--- src/rtl/fpu_pkg.sv ---
// Shared floating-point constants and the square-root operand classifier.
package fpu_pkg;

   localparam logic [31:0] QNAN      = 32'h7FC00000;
   localparam logic [31:0] PINF      = 32'h7F800000;
   localparam int          FSQRT_LAT = 2;

   typedef struct packed {
      logic        special;
      logic        nv;
      logic [31:0] value;
   } sqrt_class_t;

   // Operands the datapath cannot handle get their result decided here at acceptance.
   function automatic sqrt_class_t fp_classify(input logic [31:0] x);
      sqrt_class_t c;
      c.special = 1'b1;
      c.nv      = 1'b0;
      c.value   = QNAN;
      if (x[30:23] == 8'h00)
         c.value = {x[31], 31'b0};
      else if (x[30:23] == 8'hFF && x[22:0] != '0)
         c.value = QNAN;
      else if (x[31])
         c.nv = 1'b1;
      else if (x == PINF)
         c.value = PINF;
      else
         c.special = 1'b0;
      return c;
   endfunction

endpackage

--- src/rtl/fsqrt.sv ---
// Two-cycle square root for positive normal single-precision operands, round to nearest.
module fsqrt (
   input  logic        clk,
   input  logic [31:0] a,
   output logic [31:0] y
);
   logic [31:0] a_q;
   logic [47:0] rad;
   logic [23:0] root;
   logic [26:0] rem;
   logic [26:0] trial;
   logic [24:0] root_rnd;
   logic [7:0]  exp_r;
   logic [31:0] y_d;
   wire         unused_ok = ^{a_q[31], root_rnd[23]};

   always_ff @(posedge clk) a_q <= a;

   always_comb begin
      // Odd biased exponent means an even unbiased one: no extra radicand shift.
      rad   = a_q[23] ? {1'b0, 1'b1, a_q[22:0], 23'b0} : {1'b1, a_q[22:0], 24'b0};
      rem   = '0;
      root  = '0;
      trial = '0;
      for (int i = 23; i >= 0; i--) begin
         rem   = {rem[24:0], rad[2*i+1 -: 2]};
         trial = {1'b0, root, 2'b01};
         if (rem >= trial) begin
            rem  = rem - trial;
            root = {root[22:0], 1'b1};
         end else begin
            root = {root[22:0], 1'b0};
         end
      end
      root_rnd = {1'b0, root} + {24'b0, (rem > {3'b0, root})};
      exp_r    = {1'b0, a_q[30:24]} + 8'd63 + {7'b0, a_q[23]};
      y_d      = root_rnd[24] ? {1'b0, exp_r + 8'd1, 23'b0} : {1'b0, exp_r, root_rnd[22:0]};
   end

   always_ff @(posedge clk) y <= y_d;

endmodule

--- src/rtl/fsqrt_issue.sv ---
// Issue wrapper around fsqrt: special-operand bypass, aligned sideband pipeline,
// credit-guarded result FIFO with valid/ready handshakes on both sides.
module fsqrt_issue
   import fpu_pkg::*;
#(
   parameter int DEPTH = 4,
   parameter int TAGW  = 4
) (
   input  logic            clk,
   input  logic            rst,
   input  logic            in_valid,
   output logic            in_ready,
   input  logic [31:0]     in_data,
   input  logic [TAGW-1:0] in_tag,
   output logic            out_valid,
   input  logic            out_ready,
   output logic [31:0]     out_data,
   output logic [TAGW-1:0] out_tag,
   output logic            out_nv,
   output logic            busy
);
   localparam int PTRW = (DEPTH > 1) ? $clog2(DEPTH) : 1;
   localparam int CNTW = $clog2(DEPTH + 1);
   localparam int ENTW = 32 + TAGW + 1;
   localparam logic [CNTW-1:0] DEPTH_C  = CNTW'(DEPTH);
   localparam logic [PTRW-1:0] LAST_PTR = PTRW'(DEPTH - 1);

   logic            accept, push, pop;
   sqrt_class_t     cls;
   logic            s1_v, s2_v;
   logic [TAGW-1:0] s1_tag, s2_tag;
   logic            s1_sp, s2_sp, s1_nv, s2_nv;
   logic [31:0]     s1_val, s2_val;
   logic [31:0]     sqrt_y, push_data;
   logic [ENTW-1:0] mem [DEPTH];
   logic [ENTW-1:0] head;
   logic [PTRW-1:0] wptr, rptr;
   logic [CNTW-1:0] count, credits;

   // Credits count every slot a request may eventually occupy, so the FIFO cannot overflow.
   assign in_ready  = credits < DEPTH_C;
   assign busy      = credits != '0;
   assign accept    = in_valid & in_ready;
   assign cls       = fp_classify(in_data);
   assign out_valid = count != '0;
   assign pop       = out_valid & out_ready;
   assign push      = s2_v;
   assign push_data = s2_sp ? s2_val : sqrt_y;
   assign head      = out_valid ? mem[rptr] : '0;
   assign {out_data, out_tag, out_nv} = head;

   fsqrt u_fsqrt (
      .clk (clk),
      .a   (in_data),
      .y   (sqrt_y)
   );

   always_ff @(posedge clk or posedge rst) begin
      if (rst) begin
         s1_v <= 1'b0;
         s2_v <= 1'b0;
      end else begin
         s1_v <= accept;
         s2_v <= s1_v;
      end
   end

   always_ff @(posedge clk) begin
      if (accept) begin
         s1_tag <= in_tag;
         s1_sp  <= cls.special;
         s1_nv  <= cls.nv;
         s1_val <= cls.value;
      end
      s2_tag <= s1_tag;
      s2_sp  <= s1_sp;
      s2_nv  <= s1_nv;
      s2_val <= s1_val;
   end

   always_ff @(posedge clk) begin
      if (push) mem[wptr] <= {push_data, s2_tag, s2_sp & s2_nv};
   end

   always_ff @(posedge clk or posedge rst) begin
      if (rst) begin
         wptr    <= '0;
         rptr    <= '0;
         count   <= '0;
         credits <= '0;
      end else begin
         if (push) wptr <= (wptr == LAST_PTR) ? '0 : wptr + PTRW'(1);
         if (pop)  rptr <= (rptr == LAST_PTR) ? '0 : rptr + PTRW'(1);
         unique case ({push, pop})
            2'b10:   count <= count + CNTW'(1);
            2'b01:   count <= count - CNTW'(1);
            default: count <= count;
         endcase
         unique case ({accept, pop})
            2'b10:   credits <= credits + CNTW'(1);
            2'b01:   credits <= credits - CNTW'(1);
            default: credits <= credits;
         endcase
      end
   end

endmodule

--- config.mk ---
export PLATFORM = sky130hd
export DESIGN_NAME = fsqrt_issue
export DESIGN_NICKNAME = d
export VERILOG_FILES = /design/src/rtl/fpu_pkg.sv /design/src/rtl/fsqrt.sv /design/src/rtl/fsqrt_issue.sv
export SDC_FILE = /design/constraint.sdc
export NUM_CORES = 1
export LEC_CHECK = 0
export CORE_ASPECT_RATIO = 1.1
export CORE_MARGIN = 2
export CORE_UTILIZATION = 59
export CTS_CLUSTER_DIAMETER = 100
export DETAILED_ROUTE_END_ITERATION = 6
export PLACE_DENSITY = 0.9
export SETUP_SLACK_MARGIN = 0.2
export SLEW_MARGIN = 20
export SYNTH_ARGS = -nofsm -noshare
export SYNTH_HDL_FRONTEND = slang
export SYNTH_SLANG_ARGS = --single-unit
--- constraint.sdc ---
create_clock -name clk -period 77.7 [get_ports clk]
set_input_delay 15.54 -clock clk [delete_from_list [all_inputs] [get_ports clk]]
set_output_delay 15.54 -clock clk [all_outputs]
set_load 0.02 [all_outputs]
==> impl_metrics.csv <==
group,metric,value,unit
floorplan,fp.dieArea,60000,µm²
clock_network,cts_hold_repair.buffers,0,
floorplan,ios,80,
routing,dr.pass1.iters,6,
setup_path,timing.critical_path.fanout_max,33,
setup_path,path_buf_inv,31,
synthesis,synth_unique_cells,150,
place,placed_cells_incl_taps,5026,
setup_path,cp-end-kind,"flop",
timing,timing.final.max_slew_violations,0,
synthesis,syn_inst,4258,
synthesis,synthDominantCellAreaShare,0.138,
setup_path,startpoint_type,"flop",
finish,insertedDiodeCount,0,
timing,hold_violations,0,
floorplan,start_util,0.597,
synthesis,async_reset_ff_frac,0.0500,
synthesis,ys_dominant_reg_cell,"sky130_fd_sc_hd__edfxtp_1",
setup_path,required,78.12,ns
finish,share_of_post_route_cells_with_drive_strength_above_1,0.0849,
floorplan,rows,92,
timing,worst_clock_skew,0.0386,ns
timing,period_minus_slack,72.96,ns
setup_path,crit_type,"reg -> reg",
finish,synthToLayoutAreaGrowth,7.14,%
clock_network,cts.root.buffer_cell,"sky130_fd_sc_hd__clkbuf_16",
grt,grt-ovfl-total,0,
grt,grt_pass1_vias,32900,
floorplan,chipWidth,234,µm
finish,fin_nets,4706,
routing,routed-via-count,34800,
routing,ant_nets,0,
setup_path,reg2reg_to,"u_fsqrt.y[29]",
finish,layout.cells.most_common,"sky130_fd_sc_hd__a21oi_1",
timing,setup-violations-final,0,
setup_path,critical_path.reg2reg.startpoint,"u_fsqrt.a_q[23]",
routing,wire_per_inst,21.3,µm
setup_path,crit_path_max_incr_delay,0.68,ns
timing,max_slew_margin,0.253,
clock_network,cts_tree,"done",
grt,grtUsageTotal,0.344,
timing,tightestPinTransition,1.12,ns
synthesis,syn_avg_cell_area,8.04,µm²
place,replace_congestion,1.02,
clock_network,cts_inserted_buffers,21,
setup_path,crit_path_top_delay_cell,"sky130_fd_sc_hd__or3_2",
grt,antenna_found_initial,1,
clock_network,clock_insertion_delay_worst_skew,0.55,ns
setup_path,crit_path_frequent_cell,"sky130_fd_sc_hd__a21oi_1",
routing,post-route-drc-count,0,
timing,totalNegativeSetupSlack,0,ns
place,dp_hpwl,82000,µm
grt,grt_first_pass_wirelength,170000,µm
synthesis,synth_top_cells_by_area,"sky130_fd_sc_hd__edfxtp_1, sky130_fd_sc_hd__ha_1, sky130_fd_sc_hd__a21oi_1",
setup_path,worst-r2r-setup-slack,4.74,ns
min_path,timing.hold.worst.start,"s1_tag[0]",
synthesis,synth.cell_area,34200,µm²
timing,timing.fmax,13.7,MHz
synthesis,synth-seq-cells,240,
timing,finalCritPeriodShare,0.939,
synthesis,synth_sequential_area_ratio,0.188,
synthesis,synth_edf_count,157,
grt,pin_count_of_the_biggest_net_entering_global_routing,44,
clock_network,cts_max_level,1,
outcome,run_status,"completed",
min_path,worst_hold_class,"reg -> reg",
setup_path,critical_path.top_delay_family,"compound AO/OA/AOI/OAI gates",
synthesis,yosysTopAreaCell,"sky130_fd_sc_hd__edfxtp_1",
run,cap_violations,0,
clock_network,worst_setup_hold_path_clk_slew,0.07,ns
routing,route.final.wire_length,108000,µm
place,port_buffers,79,
clock_network,clkSinkCount,240,
routing,dr.first_iter.drc_count,3987,
min_path,min_to,"s2_tag[0]",
finish,final_cells,5085,
routing,route.detailed.vias_per_inst,6.84,
synthesis,yosys_warnings,0,
floorplan,core_area,57300,µm²
finish,most_frequent_cells_in_the_layout,"sky130_fd_sc_hd__a21oi_1, sky130_fd_sc_hd__nor2_1, sky130_fd_sc_hd__ha_1, sky130_fd_sc_hd__nand2_1, sky130_fd_sc_hd__xnor2_1",
finish,filler_cell_count,4735,
timing,finalHoldWorstSlack,0.339,ns
floorplan,chipHeight,257,µm
min_path,count_of_cells_along_the_worst_hold_path,0,
clock_network,cts-root-to-sink-buffers,3,
setup_path,cp.arrival,73.38,ns
setup_path,worstRegToRegCells,338,
==> cells in the mapped netlist, types with 12 or more instances <==
| cell | n |
|---|---|
| sky130_fd_sc_hd__nand2b_1 | 35 |
| sky130_fd_sc_hd__a21oi_1 | 467 |
| sky130_fd_sc_hd__o22ai_1 | 20 |
| sky130_fd_sc_hd__clkbuf_1 | 53 |
| sky130_fd_sc_hd__o31ai_1 | 39 |
| sky130_fd_sc_hd__mux2i_1 | 54 |
| sky130_fd_sc_hd__nor3_1 | 89 |
| sky130_fd_sc_hd__or4_1 | 18 |
| sky130_fd_sc_hd__inv_1 | 208 |
| sky130_fd_sc_hd__mux2_2 | 42 |
| sky130_fd_sc_hd__dfxtp_1 | 71 |
| sky130_fd_sc_hd__xor2_1 | 76 |
| sky130_fd_sc_hd__a31oi_1 | 48 |
| sky130_fd_sc_hd__o21a_1 | 45 |
| sky130_fd_sc_hd__nand2_1 | 290 |
| sky130_fd_sc_hd__a211oi_1 | 31 |
| sky130_fd_sc_hd__o211ai_1 | 29 |
| sky130_fd_sc_hd__o21ai_1 | 24 |
| sky130_fd_sc_hd__or3_1 | 43 |
| sky130_fd_sc_hd__o21bai_1 | 138 |
| sky130_fd_sc_hd__and4_1 | 19 |
| sky130_fd_sc_hd__nand4_1 | 72 |
| sky130_fd_sc_hd__and2_1 | 89 |
| sky130_fd_sc_hd__a31o_2 | 14 |
| sky130_fd_sc_hd__nand3_1 | 94 |
| sky130_fd_sc_hd__mux4_2 | 37 |
| sky130_fd_sc_hd__inv_2 | 16 |
| sky130_fd_sc_hd__a211o_1 | 16 |
| sky130_fd_sc_hd__a21o_1 | 123 |
| sky130_fd_sc_hd__xnor2_1 | 246 |
| sky130_fd_sc_hd__dfrtp_1 | 12 |
| sky130_fd_sc_hd__nor4_1 | 33 |
| sky130_fd_sc_hd__o21ai_0 | 212 |
| sky130_fd_sc_hd__or2_2 | 16 |
| sky130_fd_sc_hd__o31a_1 | 17 |
| sky130_fd_sc_hd__nor2b_1 | 59 |
| sky130_fd_sc_hd__edfxtp_1 | 157 |
| sky130_fd_sc_hd__ha_1 | 345 |
| sky130_fd_sc_hd__buf_2 | 23 |
| sky130_fd_sc_hd__buf_4 | 17 |
| sky130_fd_sc_hd__a311oi_1 | 14 |
| sky130_fd_sc_hd__nor2_1 | 392 |
| sky130_fd_sc_hd__buf_1 | 20 |
| sky130_fd_sc_hd__and3_1 | 44 |
==> flip-flops by register name, indices dropped and copies added (netlist names), 2 cells and up <==
name / cells
count: 3
credits: 3
mem: 148
rptr: 2
s1_tag: 4
s1_val: 3
s2_tag: 4
s2_val: 3
u_fsqrt.a_q: 31
u_fsqrt.y: 31
wptr: 2
==> timing repair <==
item	4_1_cts	5_1_grt
buffers inserted	0	16
resized for setup	0	44
endpoints found under the setup margin	0	31
==> stage by stage <==
| step | setup slack (ns) | instance area [µm²] | util |
|---|---|---|---|
| after floorplan | 4.99 | 34300 | - |
| after global placement | 3.52 | 35700 | 0.623 |
| after detailed placement | 0.822 | 35700 | 0.623 |
| after CTS | 0.472 | 36300 | 0.634 |
| after global routing | -0.0560 | 36700 | 0.640 |
| final | 4.74 | 36700 | 0.640 |
==> kinds of logic (layout without fill, tap and decap cells) <==
family,after synthesis,count (layout),share of synthesized area
compound gates,1465,1465,0.290
xor+xnor,324,324,0.0835
fa+ha+maj,348,348,0.128
buf+inv,352,401,0.0441
flops,240,240,0.188
mux,137,137,0.0559
other cells,2,25,0.000219
simple gates,1390,1393,0.210
==> worst register-to-register path: cells and delay by family (launching register included) <==
family	cells	cell delay [ns]
AO/OA/AOI/OAI	169	33.91
AND/OR/NAND/NOR	100	20.01
multiplexers	7	2.15
flip-flops	1	0.53
buffers and inverters	31	7.20
XOR/XNOR	3	0.53
adder cells (fa/ha/maj)	28	8.57
==> worst max path at each step <==
stage	depth (start not counted)	startpoint	slack, ns	end
5_1_grt	337	u_fsqrt.a_q[23]	-0.06	u_fsqrt.y[29]
6_report	338	u_fsqrt.a_q[23]	4.74	u_fsqrt.y[29]
3_3_place_gp	332	u_fsqrt.a_q[23]	3.52	u_fsqrt.y[29]
3_5_place_dp	332	u_fsqrt.a_q[23]	0.82	u_fsqrt.y[29]
4_1_cts	333	u_fsqrt.a_q[23]	0.47	u_fsqrt.y[29]
2_1_floorplan	386	u_fsqrt.a_q[23]	4.99	u_fsqrt.y[29]
==> routing by layer <==
layer | wire, µm | vias up | share of wire | global-route usage
met4 | 5150 | 2 | 0.048 | 0.145
li1 | - | 16100 | - | -
met3 | 9870 | 441 | 0.091 | 0.0480
met2 | 50600 | 1918 | 0.47 | 0.581
met5 | 13 | - | 0.00012 | 0
met1 | 42700 | 16300 | 0.39 | 0.436
==> cell type report <==
| type | instances | area (µm²) | area share |
|---|---|---|---|
| clock buffer | 27 | 573 | 0.0156 |
| clock inverter | 11 | 65.1 | 0.00177 |
| inverter | 226 | 872 | 0.0238 |
| multi-input combinational | 3692 | 26500 | 0.723 |
| sequential | 240 | 6440 | 0.176 |
| tap | 752 | 941 | 0.0257 |
| timing repair buffer | 136 | 1250 | 0.0342 |
| timing repair inverter | 1 | 5.00 | 0.000136 |
Power is left out: the tool's default activity adds up to more than one toggle a clock period on the data nets, which glitch-free logic cannot reach.
